## src/rtl/arb_pkg.sv

```systemverilog
// rtl/arb_pkg.sv - shared types and constants for the AXI read-port arbiter
package arb_pkg;

   typedef enum logic [1:0] {
      ST_IDLE = 2'd0,
      ST_ADDR = 2'd1,
      ST_DATA = 2'd2
   } arb_state_t;

   localparam logic [3:0] ARCACHE_DEFAULT = 4'b0011;
   localparam logic [2:0] ARPROT_DEFAULT  = 3'b000;

   localparam int REQ_IFETCH = 0;
   localparam int REQ_DMEM   = 1;

endpackage

```

## src/rtl/rr_picker.sv

```systemverilog
// rtl/rr_picker.sv - round-robin pick over req_valid, starting one past last_grant
module rr_picker #(
   parameter int NUM_REQ = 2,
   parameter int IDX_W   = 1
) (
   input  logic [NUM_REQ-1:0] req_valid,
   input  logic [IDX_W-1:0]   last_grant,
   output logic [NUM_REQ-1:0] grant,
   output logic [IDX_W-1:0]   grant_idx,
   output logic               any
);

   int         idx;
   logic [IDX_W-1:0] idx_v;

   // Walk the ring once; the first valid requester after last_grant wins.
   always_comb begin
      grant     = '0;
      grant_idx = '0;
      any       = 1'b0;
      idx       = 0;
      idx_v     = '0;
      for (int i = 1; i <= NUM_REQ; i++) begin
         idx   = (int'(last_grant) + i) % NUM_REQ;
         idx_v = IDX_W'(idx);
         if (!any && req_valid[idx_v]) begin
            grant[idx_v] = 1'b1;
            grant_idx    = idx_v;
            any          = 1'b1;
         end
      end
   end

endmodule

```

## src/rtl/axi_read_arbiter.sv

```systemverilog
// rtl/axi_read_arbiter.sv - shares one AXI4 read port among NUM_REQ requesters, one burst at a time
module axi_read_arbiter
   import arb_pkg::*;
#(
   parameter int NUM_REQ    = 2,
   parameter int ID_WIDTH   = 13,
   parameter int ADDR_WIDTH = 64,
   parameter int DATA_WIDTH = 64,
   localparam int OW        = (NUM_REQ > 1) ? $clog2(NUM_REQ) : 1
) (
   input  logic                                clk,
   input  logic                                reset,
   input  logic [NUM_REQ-1:0]                  req_valid,
   output logic [NUM_REQ-1:0]                  req_ready,
   input  logic [NUM_REQ-1:0][ADDR_WIDTH-1:0]  req_addr,
   input  logic [NUM_REQ-1:0][7:0]             req_len,
   input  logic [NUM_REQ-1:0][2:0]             req_size,
   input  logic [NUM_REQ-1:0][1:0]             req_burst,
   output logic [NUM_REQ-1:0]                  rsp_valid,
   input  logic [NUM_REQ-1:0]                  rsp_ready,
   output logic [DATA_WIDTH-1:0]               rsp_data,
   output logic [1:0]                          rsp_resp,
   output logic                                rsp_last,
   output logic [ID_WIDTH-1:0]                 m_axi_arid,
   output logic [ADDR_WIDTH-1:0]               m_axi_araddr,
   output logic [7:0]                          m_axi_arlen,
   output logic [2:0]                          m_axi_arsize,
   output logic [1:0]                          m_axi_arburst,
   output logic                                m_axi_arlock,
   output logic [3:0]                          m_axi_arcache,
   output logic [2:0]                          m_axi_arprot,
   output logic                                m_axi_arvalid,
   input  logic                                m_axi_arready,
   input  logic [ID_WIDTH-1:0]                 m_axi_rid,
   input  logic [DATA_WIDTH-1:0]               m_axi_rdata,
   input  logic [1:0]                          m_axi_rresp,
   input  logic                                m_axi_rlast,
   input  logic                                m_axi_rvalid,
   output logic                                m_axi_rready,
   output logic                                busy,
   output logic [OW-1:0]                       owner,
   output logic                                proto_err
);

   arb_state_t          state;
   logic [OW-1:0]       last_grant;
   logic [7:0]          beat_cnt;
   logic [NUM_REQ-1:0]  pick_grant;
   logic [OW-1:0]       pick_idx;
   logic                pick_any;
   logic                r_hs;
   logic                beat_err;

   rr_picker #(
      .NUM_REQ (NUM_REQ),
      .IDX_W   (OW)
   ) u_picker (
      .req_valid  (req_valid),
      .last_grant (last_grant),
      .grant      (pick_grant),
      .grant_idx  (pick_idx),
      .any        (pick_any)
   );

   assign req_ready     = (state == ST_IDLE && reset) ? pick_grant : '0;
   assign m_axi_arid    = ID_WIDTH'(owner);
   assign m_axi_arlock  = 1'b0;
   assign m_axi_arcache = ARCACHE_DEFAULT;
   assign m_axi_arprot  = ARPROT_DEFAULT;

   // R path is a pure pass-through; only the owner sees rvalid and drives rready.
   assign m_axi_rready = (state == ST_DATA) && rsp_ready[owner];
   assign rsp_data     = m_axi_rdata;
   assign rsp_resp     = m_axi_rresp;
   assign rsp_last     = m_axi_rlast;
   assign r_hs         = (state == ST_DATA) && m_axi_rvalid && m_axi_rready;

   always_comb begin
      rsp_valid = '0;
      if (state == ST_DATA)
         rsp_valid[owner] = m_axi_rvalid;
   end

   // rlast must coincide exactly with the beat whose count equals the latched len.
   assign beat_err = (m_axi_rlast != (beat_cnt == m_axi_arlen)) ||
                     (m_axi_rid != ID_WIDTH'(owner));

   always_ff @(posedge clk or negedge reset) begin
      if (!reset) begin
         state         <= ST_IDLE;
         last_grant    <= OW'(NUM_REQ - 1);
         owner         <= '0;
         m_axi_araddr  <= '0;
         m_axi_arlen   <= '0;
         m_axi_arsize  <= '0;
         m_axi_arburst <= '0;
         m_axi_arvalid <= 1'b0;
         busy          <= 1'b0;
         proto_err     <= 1'b0;
         beat_cnt      <= '0;
      end else begin
         case (state)
            ST_IDLE: begin
               if (pick_any) begin
                  m_axi_araddr  <= req_addr[pick_idx];
                  m_axi_arlen   <= req_len[pick_idx];
                  m_axi_arsize  <= req_size[pick_idx];
                  m_axi_arburst <= req_burst[pick_idx];
                  owner         <= pick_idx;
                  m_axi_arvalid <= 1'b1;
                  busy          <= 1'b1;
                  state         <= ST_ADDR;
               end
            end
            ST_ADDR: begin
               if (m_axi_arready) begin
                  m_axi_arvalid <= 1'b0;
                  beat_cnt      <= '0;
                  state         <= ST_DATA;
               end
            end
            ST_DATA: begin
               if (r_hs) begin
                  beat_cnt <= beat_cnt + 8'd1;
                  if (beat_err)
                     proto_err <= 1'b1;
                  if (m_axi_rlast) begin
                     last_grant <= owner;
                     busy       <= 1'b0;
                     state      <= ST_IDLE;
                  end
               end
            end
            default: state <= ST_IDLE;
         endcase
      end
   end

endmodule

```

## config.mk

```make
export PLATFORM = sky130hd
export DESIGN_NAME = axi_read_arbiter
export DESIGN_NICKNAME = d
export VERILOG_FILES = /design/src/rtl/arb_pkg.sv /design/src/rtl/rr_picker.sv /design/src/rtl/axi_read_arbiter.sv
export SDC_FILE = /design/constraint.sdc
export NUM_CORES = 1
export LEC_CHECK = 0
export CELL_PAD_IN_SITES_DETAIL_PLACEMENT = 0
export CELL_PAD_IN_SITES_GLOBAL_PLACEMENT = 1
export CORE_AREA = 2 2 162 164
export CTS_BUF_LIST = sky130_fd_sc_hd__clkbuf_4 sky130_fd_sc_hd__clkbuf_8 sky130_fd_sc_hd__clkbuf_16
export DETAILED_ROUTE_END_ITERATION = 7
export DIE_AREA = 0 0 164 166
export PLACE_DENSITY_LB_ADDON = 0.1
export RECOVER_POWER = 50
export SLEW_MARGIN = 10
export SYNTH_ARGS = -nofsm -noshare
export SYNTH_HDL_FRONTEND = slang
export SYNTH_SLANG_ARGS = --single-unit
```

## constraint.sdc

```tcl
create_clock -name clk -period 7.2 [get_ports clk]
set_input_delay 2.16 -clock clk [delete_from_list [all_inputs] [get_ports clk]]
set_output_delay 2.16 -clock clk [all_outputs]
set_load 0.1 [all_outputs]
```

### Word level (Yosys, flattened, before mapping)

Index checks and enable logic that the tools add are counted.

| word-level totals | value |
|---|---|
| register bits | 92 |
| output and inout port bits | 174 |

| cells by class | value |
|---|---|
| add/subtract/negate cells | 3 |
| magnitude comparators | 7 |
| eq/ne operators | 9 |
| muxes and demuxes | 42 |
| bitwise logic cells | 2 |
| reduce and logical (&&, ||, !) cells | 21 |

Operators by type and width:

| cell | number |
|---|---|
| two-way mux 64 bit | 2 |
| two-way mux 8 bit | 4 |
| two-way mux 2 bit | 10 |
| two-way mux 1 bit | 17 |
| case mux 8 bit (2 select lines) | 1 |
| inequality test 13 x 1 -> 1 bit | 1 |
| AND reduction 3 bit | 4 |
| adder 8 x 1 -> 8 bit (second input constant) | 1 |
| == test 8 bit | 1 |
| logical AND 1 bit | 8 |
| less-than comparator 1 x 2 -> 1 bit (second input constant) | 4 |
| inequality test 2 bit (second input constant) | 4 |
| AND reduction 4 bit | 2 |
| two-way mux 3 bit | 2 |
| case mux 2 bit (3 select lines) | 1 |
| nonzero test 2 bit | 3 |
| case mux 1 bit (2 select lines) | 2 |
| demux 1 bit (select 1 bit) | 3 |
| >= comparator 1 bit (second input constant) | 3 |
| adder 1 bit (second input constant) | 2 |
| bitwise AND 2 bit | 1 |
| == test 2 x 1 -> 1 bit (second input constant) | 1 |
| == test 2 bit (second input constant) | 1 |
| zero test 2 bit | 1 |
| 5 further kinds | 5 |

### Logic depth before layout (Yosys ltp)

| depth | value |
|---|---|
| depth in word-level cells | 9 |
| gate-level depth with buffers | 7 |
| gate-level depth less buffers | 5 |

### Hierarchy

Synthesis repeated with hierarchy kept, for this count alone.

| second synthesis, totals | value |
|---|---|
| cell total of the unflattened synthesis | 521 |
| area, all modules | 5076.1 um^2 |

By module, submodules not included:

| module | times used | cells each | area each (um^2) | sequential area each (um^2) |
|---|---|---|---|---|
| axi_read_arbiter | 1 | 516 | 5043.6 | 2303.5 |
| rr_picker | 1 | 5 | 32.5 | 0.0 |

### Worst setup path after synthesis

OpenSTA, ideal clock, no wires.

| timing path | value |
|---|---|
| kind | input-to-output |
| start point | in req_valid[1] |
| end point | out req_ready[1] |
| data arrival time | 3.846 ns |
| required time | 5.040 ns |
| path slack | 1.194 ns |
| stages on the path | 6 |
| buffers on the path | 3 |
| cells stage by stage | inv_1 > a21oi_1 > clkbuf_1 > buf_2 > buf_2 > and3_1 |

| between the ends | value |
|---|---|
| cells in the longest elaborated chain, start to end | 7 |
| elaborated cells between the ends (all ways) | 11 |
| those cells by class | mux: 8; bitwise: 1; reduce/logical: 2 |

Ends and longest elaborated chain:

| item | line | RTL |
|---|---|---|
| start, declared | axi_read_arbiter.sv:13 | `input logic [NUM_REQ-1:0] req_valid,` |
| two-way mux 1 bit (not written as such) (2 in series) | rr_picker.sv:26 | `if (!any && req_valid[idx_v]) begin` |
| two-way mux 1 bit | rr_picker.sv:26 |  |
| zero test 1 bit | rr_picker.sv:26 |  |
| logical AND 1 bit | rr_picker.sv:26 |  |
| two-way mux 2 bit (*) | rr_picker.sv:26 |  |
| two-way mux 2 bit (*) | axi_read_arbiter.sv:65 | `assign req_ready = (state == ST_IDLE && reset) ? pick_grant : '0;` |
| end, declared | axi_read_arbiter.sv:14 | `output logic [NUM_REQ-1:0] req_ready,` |

Mark *: on every way between the ends. The rest lies on a longest branch, timed or not. The select of a mux whose other input is x is not followed.

### Worst setup path after layout

| timing path | value |
|---|---|
| start point | in rsp_ready[1] |
| end point | out m_axi_rready |

| between the ends | value |
|---|---|
| cells in the longest elaborated chain, start to end | 3 |

Ends and longest elaborated chain:

| item | line | RTL |
|---|---|---|
| start, declared | axi_read_arbiter.sv:20 | `input logic [NUM_REQ-1:0] rsp_ready,` |
| two-way mux 1 bit (not written as such) (2 in series) | axi_read_arbiter.sv:72 | `assign m_axi_rready = (state == ST_DATA) && rsp_ready[owner];` |
| logical AND 1 bit | axi_read_arbiter.sv:72 |  |
| end, declared | axi_read_arbiter.sv:39 | `output logic m_axi_rready,` |

No other way between the ends. The select of a mux whose other input is x is not followed.

==> results.json <==
{
  "share_of_the_yosys_chip_area_belonging_to_registers_pct": 45.7,
  "clock_skew_ps": 9.78,
  "status": "finished with violations",
  "first_global_vias": 4331,
  "grt_start_max_net_pins": 105,
  "synthesis.yosys.warnings": 0,
  "worstSetupStartpoint": "rsp_ready[1]",
  "tightestPinTransition_ps": 2490,
  "cts-root-to-sink-buffers": 2,
  "post-cts-setup-buffers": 0,
  "cts.hold.buffers_added": 0,
  "initial_utilization_pct": 19.7,
  "design.die.area_um2": 27200,
  "worst_hold_path_type": "flop to flop",
  "place_hpwl_mm": 12.4,
  "die_w_um": 164,
  "placement.io_buffers": 263,
  "clock_latency_on_the_worst_skew_pair_ps": 340,
  "grt_setup_unrepaired": "no",
  "synth_area_um2": 5040,
  "sw_frac_of_total_pct": 60.2,
  "p_leak_nw": 3.13,
  "clk_root_buffer_cell": "sky130_fd_sc_hd__clkbuf_16",
  "fin_tns_setup_ps": 0,
  "netlist-cell-type-count": 38,
  "max_freq_ghz": 0.181,
  "crit_path_end_kind": "output port",
  "intPower_mw": 1.71,
  "synthTopCellsByArea": "sky130_fd_sc_hd__dfrtp_1 45%, sky130_fd_sc_hd__mux2i_1 16%, sky130_fd_sc_hd__buf_4 13%",
  "arrival_ps": 3380,
  "dieHeight_um": 166,
  "post-route-min-period_ps": 5540,
  "drv_slew": 101,
  "cts_max_level": 3,
  "antenna_found_initial": 0,
  "synth_area_per_cell_um2": 9.77,
  "post_dp_cell_area_um2": 7410,
  "drc": 0,
  "start_kind": "input pin",
  "total_global_routing_track_utilization_pct": 11.6,
  "cp.required_ps": 5040,
  "setup-violations-final": 0,
  "synth_area_leader_cell": "sky130_fd_sc_hd__dfrtp_1",
  "drtPass1Iterations": 4,
  "layout_worst_path_cycle_share_pct": 76.9,
  "share_of_layout_cells_above_drive_strength_1_pct": 4.56,
  "power_density_of_the_placed_cells_nw_per_um2": 556,
  "tritoncts_num_sinks": 92,
  "drt-initial-drc-count": 117,
  "hold_path.startpoint": "busy",
  "hold_violation_count_in_the_final_report": 0,
  "critical_path_fanout_max": 6,
  "wire_per_inst_um": 15.3,
  "boundaryPins": 416,
  "synth.ff_latch_count": 92,
  "post_cts_resize_count": 0,
  "path_class": "input pin to output port",
  "antenna-diode-count": 0,
  "area_delta_synth_final_pct": 53.4,
  "synthCells": 516,
  "synth_largest_type_area_fraction_pct": 45.2,
  "nets": 939,
  "power.switching_mw": 2.59,
  "timing.slew.headroom_pct": -65.8,
  "ys_dominant_reg_cell": "sky130_fd_sc_hd__dfrtp_1",
  "rows": 59,
  "dr_total_vias": 4120,
  "cap_violations": 2,
  "core_area_um2": 25600,
  "power_frac_comb_pct": 66.5,
  "tritoncts": "built",
  "clk_pin_slew_ps": 70,
  "ir_drop_mv": 0.244,
  "final_design_area_no_fill_um2": 7730,
  "grt_pass1_wl_mm": 24.1,
  "globalplace.congestion": 0.672,
  "power_share_of_the_clock_group_pct": 12.3,
  "synthArstFlopShare_pct": 100,
  "detail-route-antenna-nets": 0,
  "number_of_flops_mapped_to_enable_cells_by_yosys": 0,
  "violations_in_the_final_reports": "capacitance limit, slew limit",
  "ys_top_cells_by_count": "91 x sky130_fd_sc_hd__dfrtp_1, 88 x sky130_fd_sc_hd__buf_4, 86 x sky130_fd_sc_hd__nor2_1",
  "regToRegStartpoint": "state[1]",
  "cts_bufs_inserted": 9,
  "gr-total-overflow": 0,
  "drt_wl_total_mm": 15.9,
  "synth_most_common_cell": "sky130_fd_sc_hd__dfrtp_1",
  "seq_power_share_pct": 21.2,
  "viasPerCell": 3.98
}
[worst max-delay path: stages]
cell,delay [ps]
sky130_fd_sc_hd__dlygate4sd3_1,530
sky130_fd_sc_hd__mux2i_1,360
sky130_fd_sc_hd__nor2_1,80
sky130_fd_sc_hd__buf_4,250
[area by class of cell]
| class | count | area, um^2 |
|---|---|---|
| Timing Repair Buffer | 267 | 2640 |
| Clock inverter | 5 | 85.1 |
| Sequential cell | 92 | 2300 |
| Multi-Input combinational cell | 323 | 2020 |
| Fill cell | 2667 | 17900 |
| Tap cell | 335 | 419 |
| Inverter | 3 | 11.3 |
| Clock buffer | 11 | 246 |
[final timing paths]
| check | to | slack [ps] | depth (start not counted) |
|---|---|---|---|
| max in group asynchronous | m_axi_araddr[60] | 2550 | 2 |
| worst max register to register | m_axi_araddr[53] | 3620 | 5 |
| min in group asynchronous | m_axi_araddr[37] | 1850 | 1 |
| worst min-delay path | busy | 470 | 1 |
| worst min register to register | busy | 470 | 1 |
| worst max-delay path | m_axi_rready | 1660 | 4 |
[per-stage QoR]
| stage | power (mW) | setup WS (ps) | hold WS (ps) | utilization (%) | cells |
|---|---|---|---|---|---|
| 2_1_floorplan | 3.27 | 1190 | 472 | - | 534 |
| 3_3_place_gp | 3.85 | 1680 | 466 | 28.9 | 1020 |
| 3_5_place_dp | 3.86 | 1670 | 469 | 28.9 | 1020 |
| 4_1_cts | 4.41 | 1680 | 486 | 30.2 | 1036 |
| 5_1_grt | 4.52 | 1510 | 496 | 30.2 | 1036 |
| 6_report | 4.30 | 1660 | 473 | 30.2 | 1036 |
[metal layers]
metal  routed length (um)  track usage (%)  vias up
met1                 5680             12.0     1891
met5                    0                0        -
met2                 8570             21.4      186
met3                 1290             3.57       27
li1                     -                -     2016
met4                  347             5.11        0
[power groups by stage]
stage / logic [mW] / clock network, mW / registers, mW
4_1_cts: 2.93 / 0.554 / 0.926
2_1_floorplan: 0.767 / 0 / 2.51
3_3_place_gp: 2.93 / 0 / 0.926
5_1_grt: 2.99 / 0.574 / 0.954
6_report: 2.86 / 0.527 / 0.914
3_5_place_dp: 2.93 / 0 / 0.930
[flip-flops by register name (all words and copies together) (netlist names)]
register / count
beat_cnt: 8
busy: 1
last_grant: 1
m_axi_araddr: 64
m_axi_arburst: 2
m_axi_arlen: 8
m_axi_arsize: 3
m_axi_arvalid: 1
owner: 1
proto_err: 1
state: 2
[cell families (layout without fill, tap and decap cells)]
kind of cell | count (synthesis) | in the layout | share of synthesized area (%)
adders and majority gates | 1 | 1 | 0.248
muxes | 80 | 80 | 15.9
xor gates and xnor gates | 12 | 12 | 2.09
and+or+nand+nor | 117 | 117 | 10.4
DFF | 92 | 92 | 45.7
buffers and inverters | 119 | 286 | 15.7
AOI/OAI and AO/OA | 93 | 93 | 9.86
other | 2 | 20 | 0.149
[cell usage in the layout, fill, tap and decap left out, drive strengths merged, types with 3 or more instances in the layout]
cell and count:
dlygate4sd3 40, buf 10, o21ai 4, nand2 8, inv 4, nor4 6
clkdlybuf4s50 216, mux2i 79, dfrtp 91, nor2 86, xor2 9, a21oi 79
conb 20, clkbuf 12, nor3b 3, xnor2 3, nand4 3
(Power assumes the default switching activity.)
